<file path="src/rtl/bus_xfer_sequencer_pkg.sv">
// Shared types and constants for the register-bus transfer sequencer.
package bus_xfer_pkg;

    typedef enum logic [1:0] {
        ST_IDLE   = 2'd0,
        ST_SETTLE = 2'd1,
        ST_LATCH  = 2'd2,
        ST_DONE   = 2'd3
    } state_e;

    localparam int DEF_SETTLE_CYCLES = 1;
    localparam int CNT_W             = 4;

    // Width of a full one-hot decode of an idx_w-bit index.
    function automatic int onehot_width(input int idx_w);
        return 1 << idx_w;
    endfunction

endpackage

</file>
<file path="src/rtl/bus_xfer_sequencer_onehot_decoder.sv">
// Index to one-hot decoder with enable; out-of-range indices decode to all zeros.
module onehot_decoder
    import bus_xfer_pkg::*;
#(
    parameter int IDX_W    = 2,
    parameter int NUM_REGS = 4
) (
    input  logic                en_i,
    input  logic [IDX_W-1:0]    idx_i,
    output logic [NUM_REGS-1:0] onehot_o
);

    logic [onehot_width(IDX_W)-1:0] full;

    // NOTE: every signal written in always_comb gets a default first, so no latch is inferred.
    always_comb begin
        full        = '0;
        full[idx_i] = en_i;
        onehot_o    = full[NUM_REGS-1:0];
    end

endmodule

</file>
<file path="src/rtl/bus_xfer_sequencer.sv">
// Register-bus transfer sequencer: drives one source onto the bus, settles, then loads one destination.
// Optional macro XFER_COUNT_EN adds an 8-bit completed-transfer counter output xfer_count.
module bus_xfer_sequencer
    import bus_xfer_pkg::*;
#(
    parameter int NUM_REGS      = 4,
    parameter int IDX_W         = 2,
    parameter int SETTLE_CYCLES = DEF_SETTLE_CYCLES
) (
    input  logic                clk,
    input  logic                rst_n,
    input  logic                req_valid,
    output logic                req_ready,
    input  logic [IDX_W-1:0]    req_src,
    input  logic [IDX_W-1:0]    req_dst,
    input  logic                req_src_ext,
    output logic [NUM_REGS-1:0] data_out_en,
    output logic [NUM_REGS-1:0] data_in_en,
    output logic                busy,
    output logic                done,
    output logic                err
`ifdef XFER_COUNT_EN
    ,
    output logic [7:0]          xfer_count
`endif
);

    state_e             state_q;
    logic [IDX_W-1:0]   src_q;
    logic [IDX_W-1:0]   dst_q;
    logic [CNT_W-1:0]   cnt_q;
    logic               drive_on_q;
    logic               load_on_q;
    logic               done_q;
    logic               err_q;
    logic               req_bad;

    // An external source skips the source checks: it may alias any index.
    always_comb begin
        req_bad = (int'(req_dst) >= NUM_REGS) ||
                  (!req_src_ext && ((int'(req_src) >= NUM_REGS) || (req_src == req_dst)));
    end

    // NOTE: sequential state uses non-blocking assignments so every flop samples pre-edge values.
    always_ff @(posedge clk or negedge rst_n) begin
        if (!rst_n) begin
            state_q    <= ST_IDLE;
            src_q      <= '0;
            dst_q      <= '0;
            cnt_q      <= '0;
            drive_on_q <= 1'b0;
            load_on_q  <= 1'b0;
            done_q     <= 1'b0;
            err_q      <= 1'b0;
        end else begin
            case (state_q)
                ST_IDLE: begin
                    done_q <= 1'b0;
                    err_q  <= 1'b0;
                    if (req_valid) begin
                        if (req_bad) begin
                            err_q <= 1'b1;
                        end else begin
                            src_q      <= req_src;
                            dst_q      <= req_dst;
                            drive_on_q <= !req_src_ext;
                            if (SETTLE_CYCLES > 0) begin
                                state_q <= ST_SETTLE;
                                cnt_q   <= CNT_W'(SETTLE_CYCLES);
                            end else begin
                                state_q   <= ST_LATCH;
                                load_on_q <= 1'b1;
                            end
                        end
                    end
                end
                ST_SETTLE: begin
                    cnt_q <= cnt_q - CNT_W'(1);
                    if (cnt_q == CNT_W'(1)) begin
                        state_q   <= ST_LATCH;
                        load_on_q <= 1'b1;
                    end
                end
                ST_LATCH: begin
                    drive_on_q <= 1'b0;
                    load_on_q  <= 1'b0;
                    done_q     <= 1'b1;
                    state_q    <= ST_DONE;
                end
                ST_DONE: begin
                    done_q  <= 1'b0;
                    state_q <= ST_IDLE;
                end
                default: state_q <= ST_IDLE;
            endcase
        end
    end

    assign req_ready = (state_q == ST_IDLE);
    assign busy      = (state_q != ST_IDLE);
    assign done      = done_q;
    assign err       = err_q;

    onehot_decoder #(.IDX_W(IDX_W), .NUM_REGS(NUM_REGS)) u_drive_dec (
        .en_i     (drive_on_q),
        .idx_i    (src_q),
        .onehot_o (data_out_en)
    );

    onehot_decoder #(.IDX_W(IDX_W), .NUM_REGS(NUM_REGS)) u_load_dec (
        .en_i     (load_on_q),
        .idx_i    (dst_q),
        .onehot_o (data_in_en)
    );

`ifdef XFER_COUNT_EN
    logic [7:0] xfer_count_q;

    always_ff @(posedge clk or negedge rst_n) begin
        if (!rst_n) begin
            xfer_count_q <= '0;
        end else if (done_q) begin
            xfer_count_q <= xfer_count_q + 8'd1;
        end
    end

    assign xfer_count = xfer_count_q;
`endif

endmodule
</file>
<file path="config.mk">
export PLATFORM = sky130hd
export DESIGN_NAME = bus_xfer_sequencer
export DESIGN_NICKNAME = d
export VERILOG_FILES = /design/src/rtl/bus_xfer_sequencer_pkg.sv /design/src/rtl/bus_xfer_sequencer_onehot_decoder.sv /design/src/rtl/bus_xfer_sequencer.sv
export SDC_FILE = /design/constraint.sdc
export NUM_CORES = 1
export LEC_CHECK = 0
export ABC_AREA = 0
export CORE_MARGIN = 1.5
export CORE_UTILIZATION = 34
export CTS_CLUSTER_DIAMETER = 40
export DETAILED_ROUTE_END_ITERATION = 10
export GPL_TIMING_DRIVEN = 0
export PLACE_DENSITY = 0.62
export SLEW_MARGIN = 20
export SYNTH_ARGS = -nofsm -noshare
export SYNTH_HDL_FRONTEND = slang
export SYNTH_SLANG_ARGS = --single-unit
</file>
<file path="constraint.sdc">
create_clock -name clk -period 1.96 [get_ports clk]
set_input_delay 0.49 -clock clk [delete_from_list [all_inputs] [get_ports clk]]
set_output_delay 0.49 -clock clk [all_outputs]
set_load 0.02 [all_outputs]
</file>
==> out/results.ini <==
[grt]
antenna_found_initial = 0
grt_start_max_net_pins = 15
wire_length_of_the_first_global_routing_pass_um = 2918
grt_util_overall_pct = 14.42
grt_pass1_vias = 659
remaining_global_route_overflow = 0

[flow_run]
cap_viol_max_count = 0

[floorplan]
io_pins = 20
core_region_area_sq_mm = 0.002255
die_h_um = 52.47
dieArea_sq_mm = 0.002753
initial_utilization_pct = 36.90
die_width_um = 52.47
rows = 17

[finish]
areaGrowthSynthToFinish_pct = 36.39
num-nets-final = 124
final_layout_size_suffix_gt1_share_pct = 17.59
seq_area_sq_um = 350.3
antennaDiodeCount = 0
fillers = 229
finished_cell_area_sq_mm = 0.001135
multi_input_comb_area_sq_um = 460.4

[route]
count_of_antenna_violating_nets_left_after_detailed_routing = 0
drt-vias-per-instance = 4.853
first_pass_iters = 2
postRouteWirelength_um = 1629
detailroute.via_count = 660
drt_drc_violations_left = 0
wl_per_cell_um = 11.98
drtIter0Drc = 2

[clocking]
cts_tree = built
cts-buffers-inserted = 3
worstSkewPairLatency_ns = 0.28
numClockSinks = 14
path_clk_slew_ns = 0.08
htree_levels = 1
root_buffer = sky130_fd_sc_hd__clkbuf_4
cts_max_path_buffers = 2
postCtsHoldBufs = 0

[sta]
final-max-slew-violation-count = 0
timing_worst_slew_pin_value_ns = 0.6036
finalHoldViolCount = 0
report.final.setup_viol = 0
slew_headroom_pct = 59.63
post-route-period-util_pct = 95.71
final_period_minus_worst_setup_slack_ns = 1.876
clock.fmax_ghz = 0.5331
final.hold.worst_slack_ns = 0.4915
fin_skew_ns = 0.007788
grt_setup_unrepaired = false
tns_ns = 0

[yosys]
ys_seq_area_share_pct = 42.11
synth_flop_cell = sky130_fd_sc_hd__dfrtp_1
yosysTopAreaCellShare_pct = 42.11
netlist-cell-type-count = 26
synth.top_cells.by_count = 14 x sky130_fd_sc_hd__dfrtp_1, 9 x sky130_fd_sc_hd__nand2_1, 8 x sky130_fd_sc_hd__inv_1
synth_top_area_cell = sky130_fd_sc_hd__dfrtp_1
syn-mean-instance-area_sq_um = 10.27
synth.yosys.warnings = 0
mappedNetlistArea_sq_um = 832.0
async_flop_share_pct = 100.0
synth_enable_flop_cells = 0
synth.top_cells.by_area = sky130_fd_sc_hd__dfrtp_1 42%, sky130_fd_sc_hd__ha_1 11%, sky130_fd_sc_hd__mux2_2 6.8%
postSynthNetCount = 96
most_instantiated_library_cell_after_synthesis = sky130_fd_sc_hd__dfrtp_1
yosys_register_bits = 14
postSynthCellCount = 81

[place]
io_buffers = 19
final_replace_weighted_congestion = 0.7241
dpl-instance-area_sq_mm = 0.001057
dp_hpwl_um = 1239

[hold_path]
min_path_type = flop to flop

[power]
p_clk_share_pct = 12.6
vdd_drop_max_v = 0.0007383
sequentialPowerShare_pct = 32.5
internal_power_consumption_uw = 964.0
net_switching_power_uw = 671.0
leakagePower_nw = 0.5690
switching_share_pct = 41.04
p_per_area_mw_per_mm2 = 1441
combinational_power_share_pct = 54.9

[critical_path]
timing.critical_path.cells = clkdlybuf4s50_1 > xnor2_1 > nand3_1 > nand3_1 > mux2_2
slowest_delay_ns = 0.45
critPathArrivalTime_ns = 2.04
required_ns = 2.12
critical-path-slowest-cell = sky130_fd_sc_hd__clkdlybuf4s50_1
path_max_fanout = 4
endpoint_kind = flop
critical_path.startpoint_type = primary input
most_used_cell_along_the_critical_path = sky130_fd_sc_hd__nand3_1
timing.setup.critical_path_class = primary input to flop

[outcome]
result_of_the_run = complete, no violations

routing by layer:
layer / vias up / routed length, um / GRT usage (%)
met2: 19 / 779 / 23.96
met1: 304 / 738 / 18.28
li1: 335 / - / -
met5: - / 0 / 0
met4: 0 / 8 / 5.128
met3: 2 / 103 / 3.143
kinds of logic (layout without fill, tap and decap cells):
logic type	after synthesis	in the layout	synth area share, %
AOI/OAI and AO/OA	13	13	13.99
xor gates and xnor gates	2	2	2.106
adders and majority gates	7	7	10.53
buffers and inverters	9	36	4.060
DFF	14	14	42.11
muxes	7	7	9.323
and+or+nand+nor	29	29	17.90
critical path: cells and delay by family:
kind	cells	cell delay, ns
xor gates and xnor gates	1	0.34
buffers and inverters	1	0.45
muxes	1	0.36
and+or+nand+nor	2	0.39
sequential cells by signal, indices dropped and copies added, names as in the netlist:
name	count
cnt_q	4
done	1
drive_on_q	1
dst_q	2
err	1
load_on_q	1
src_q	2
state_q	2
metrics by stage:
stage / setup WS (ns) / util (%) / cells / power [mW]
after floorplan: 0.1568 / - / 81 / 1.120
after global placement: -0.1816 / 46.89 / 128 / 1.380
after detailed placement: -0.2112 / 46.89 / 128 / 1.399
after CTS: 0.01655 / 49.00 / 133 / 1.622
after global routing: 0.01322 / 50.33 / 136 / 1.799
final: 0.08408 / 50.33 / 136 / 1.635
cell usage in the layout, fill, tap and decap left out:
master / instances
sky130_fd_sc_hd__a41oi_4: 1
sky130_fd_sc_hd__a21oi_1: 2
sky130_fd_sc_hd__dlygate4sd2_1: 7
sky130_fd_sc_hd__clkbuf_4: 3
sky130_fd_sc_hd__o21ai_0: 2
sky130_fd_sc_hd__or3b_1: 1
sky130_fd_sc_hd__xnor2_1: 2
sky130_fd_sc_hd__mux2_2: 5
sky130_fd_sc_hd__mux2_1: 1
sky130_fd_sc_hd__inv_1: 7
sky130_fd_sc_hd__nor2b_4: 1
sky130_fd_sc_hd__o21ai_2: 1
sky130_fd_sc_hd__clkbuf_1: 1
sky130_fd_sc_hd__clkdlybuf4s50_1: 9
sky130_fd_sc_hd__nand2_2: 1
sky130_fd_sc_hd__o31ai_1: 1
sky130_fd_sc_hd__dlymetal6s2s_1: 3
sky130_fd_sc_hd__nor3b_1: 1
sky130_fd_sc_hd__ha_4: 1
sky130_fd_sc_hd__buf_4: 4
sky130_fd_sc_hd__nand2_1: 9
sky130_fd_sc_hd__clkbuf_8: 1
sky130_fd_sc_hd__or4_1: 1
sky130_fd_sc_hd__dfrtp_1: 14
sky130_fd_sc_hd__nor2_1: 6
sky130_fd_sc_hd__o2bb2ai_1: 4
sky130_fd_sc_hd__inv_2: 1
sky130_fd_sc_hd__mux2i_1: 1
sky130_fd_sc_hd__nand3_1: 2
sky130_fd_sc_hd__ha_1: 6
sky130_fd_sc_hd__a221o_1: 1
sky130_fd_sc_hd__o211ai_1: 1
sky130_fd_sc_hd__nor3_1: 4
sky130_fd_sc_hd__and3_1: 3
layout make-up:
type,count,area share [%]
plain buffers,1,0.3308
flip-flops and latches,14,30.87
inverters,8,2.646
multi-input cells,58,40.57
well taps,28,3.087
clock buffers,4,3.197
repair buffers,23,19.29
power groups by stage:
stage / sequential (mW) / combinational (mW) / clock, mW
finish: 0.531 / 0.898 / 0.206
CTS: 0.527 / 0.882 / 0.212
detailed placement: 0.532 / 0.867 / 0
global route: 0.556 / 1.01 / 0.231
floorplan: 0.528 / 0.592 / 0
global placement: 0.527 / 0.853 / 0
final timing paths:
path	from	endpoint	slack (ns)	depth (start not counted)
worst max-delay path	req_dst[0]	src_q[0]	0.08	5
max in group asynchronous	rst_n	cnt_q[1]	0.98	1
worst min-delay path	err	err	0.49	1
worst min register to register	err	err	0.49	1
worst max register to register	state_q[1]	cnt_q[2]	0.10	7
min in group asynchronous	rst_n	dst_q[1]	0.58	1
timing repair:
| item | 4_1_cts | 5_1_grt |
|---|---|---|
| setup buffers | 1 | 3 |
| hold endpoints to repair | 0 | 0 |
| gates resized for setup | 9 | 4 |
| pin swaps | 1 | 0 |
| endpoints found under the setup margin | 7 | 4 |
(Power assumes the default switching activity.)
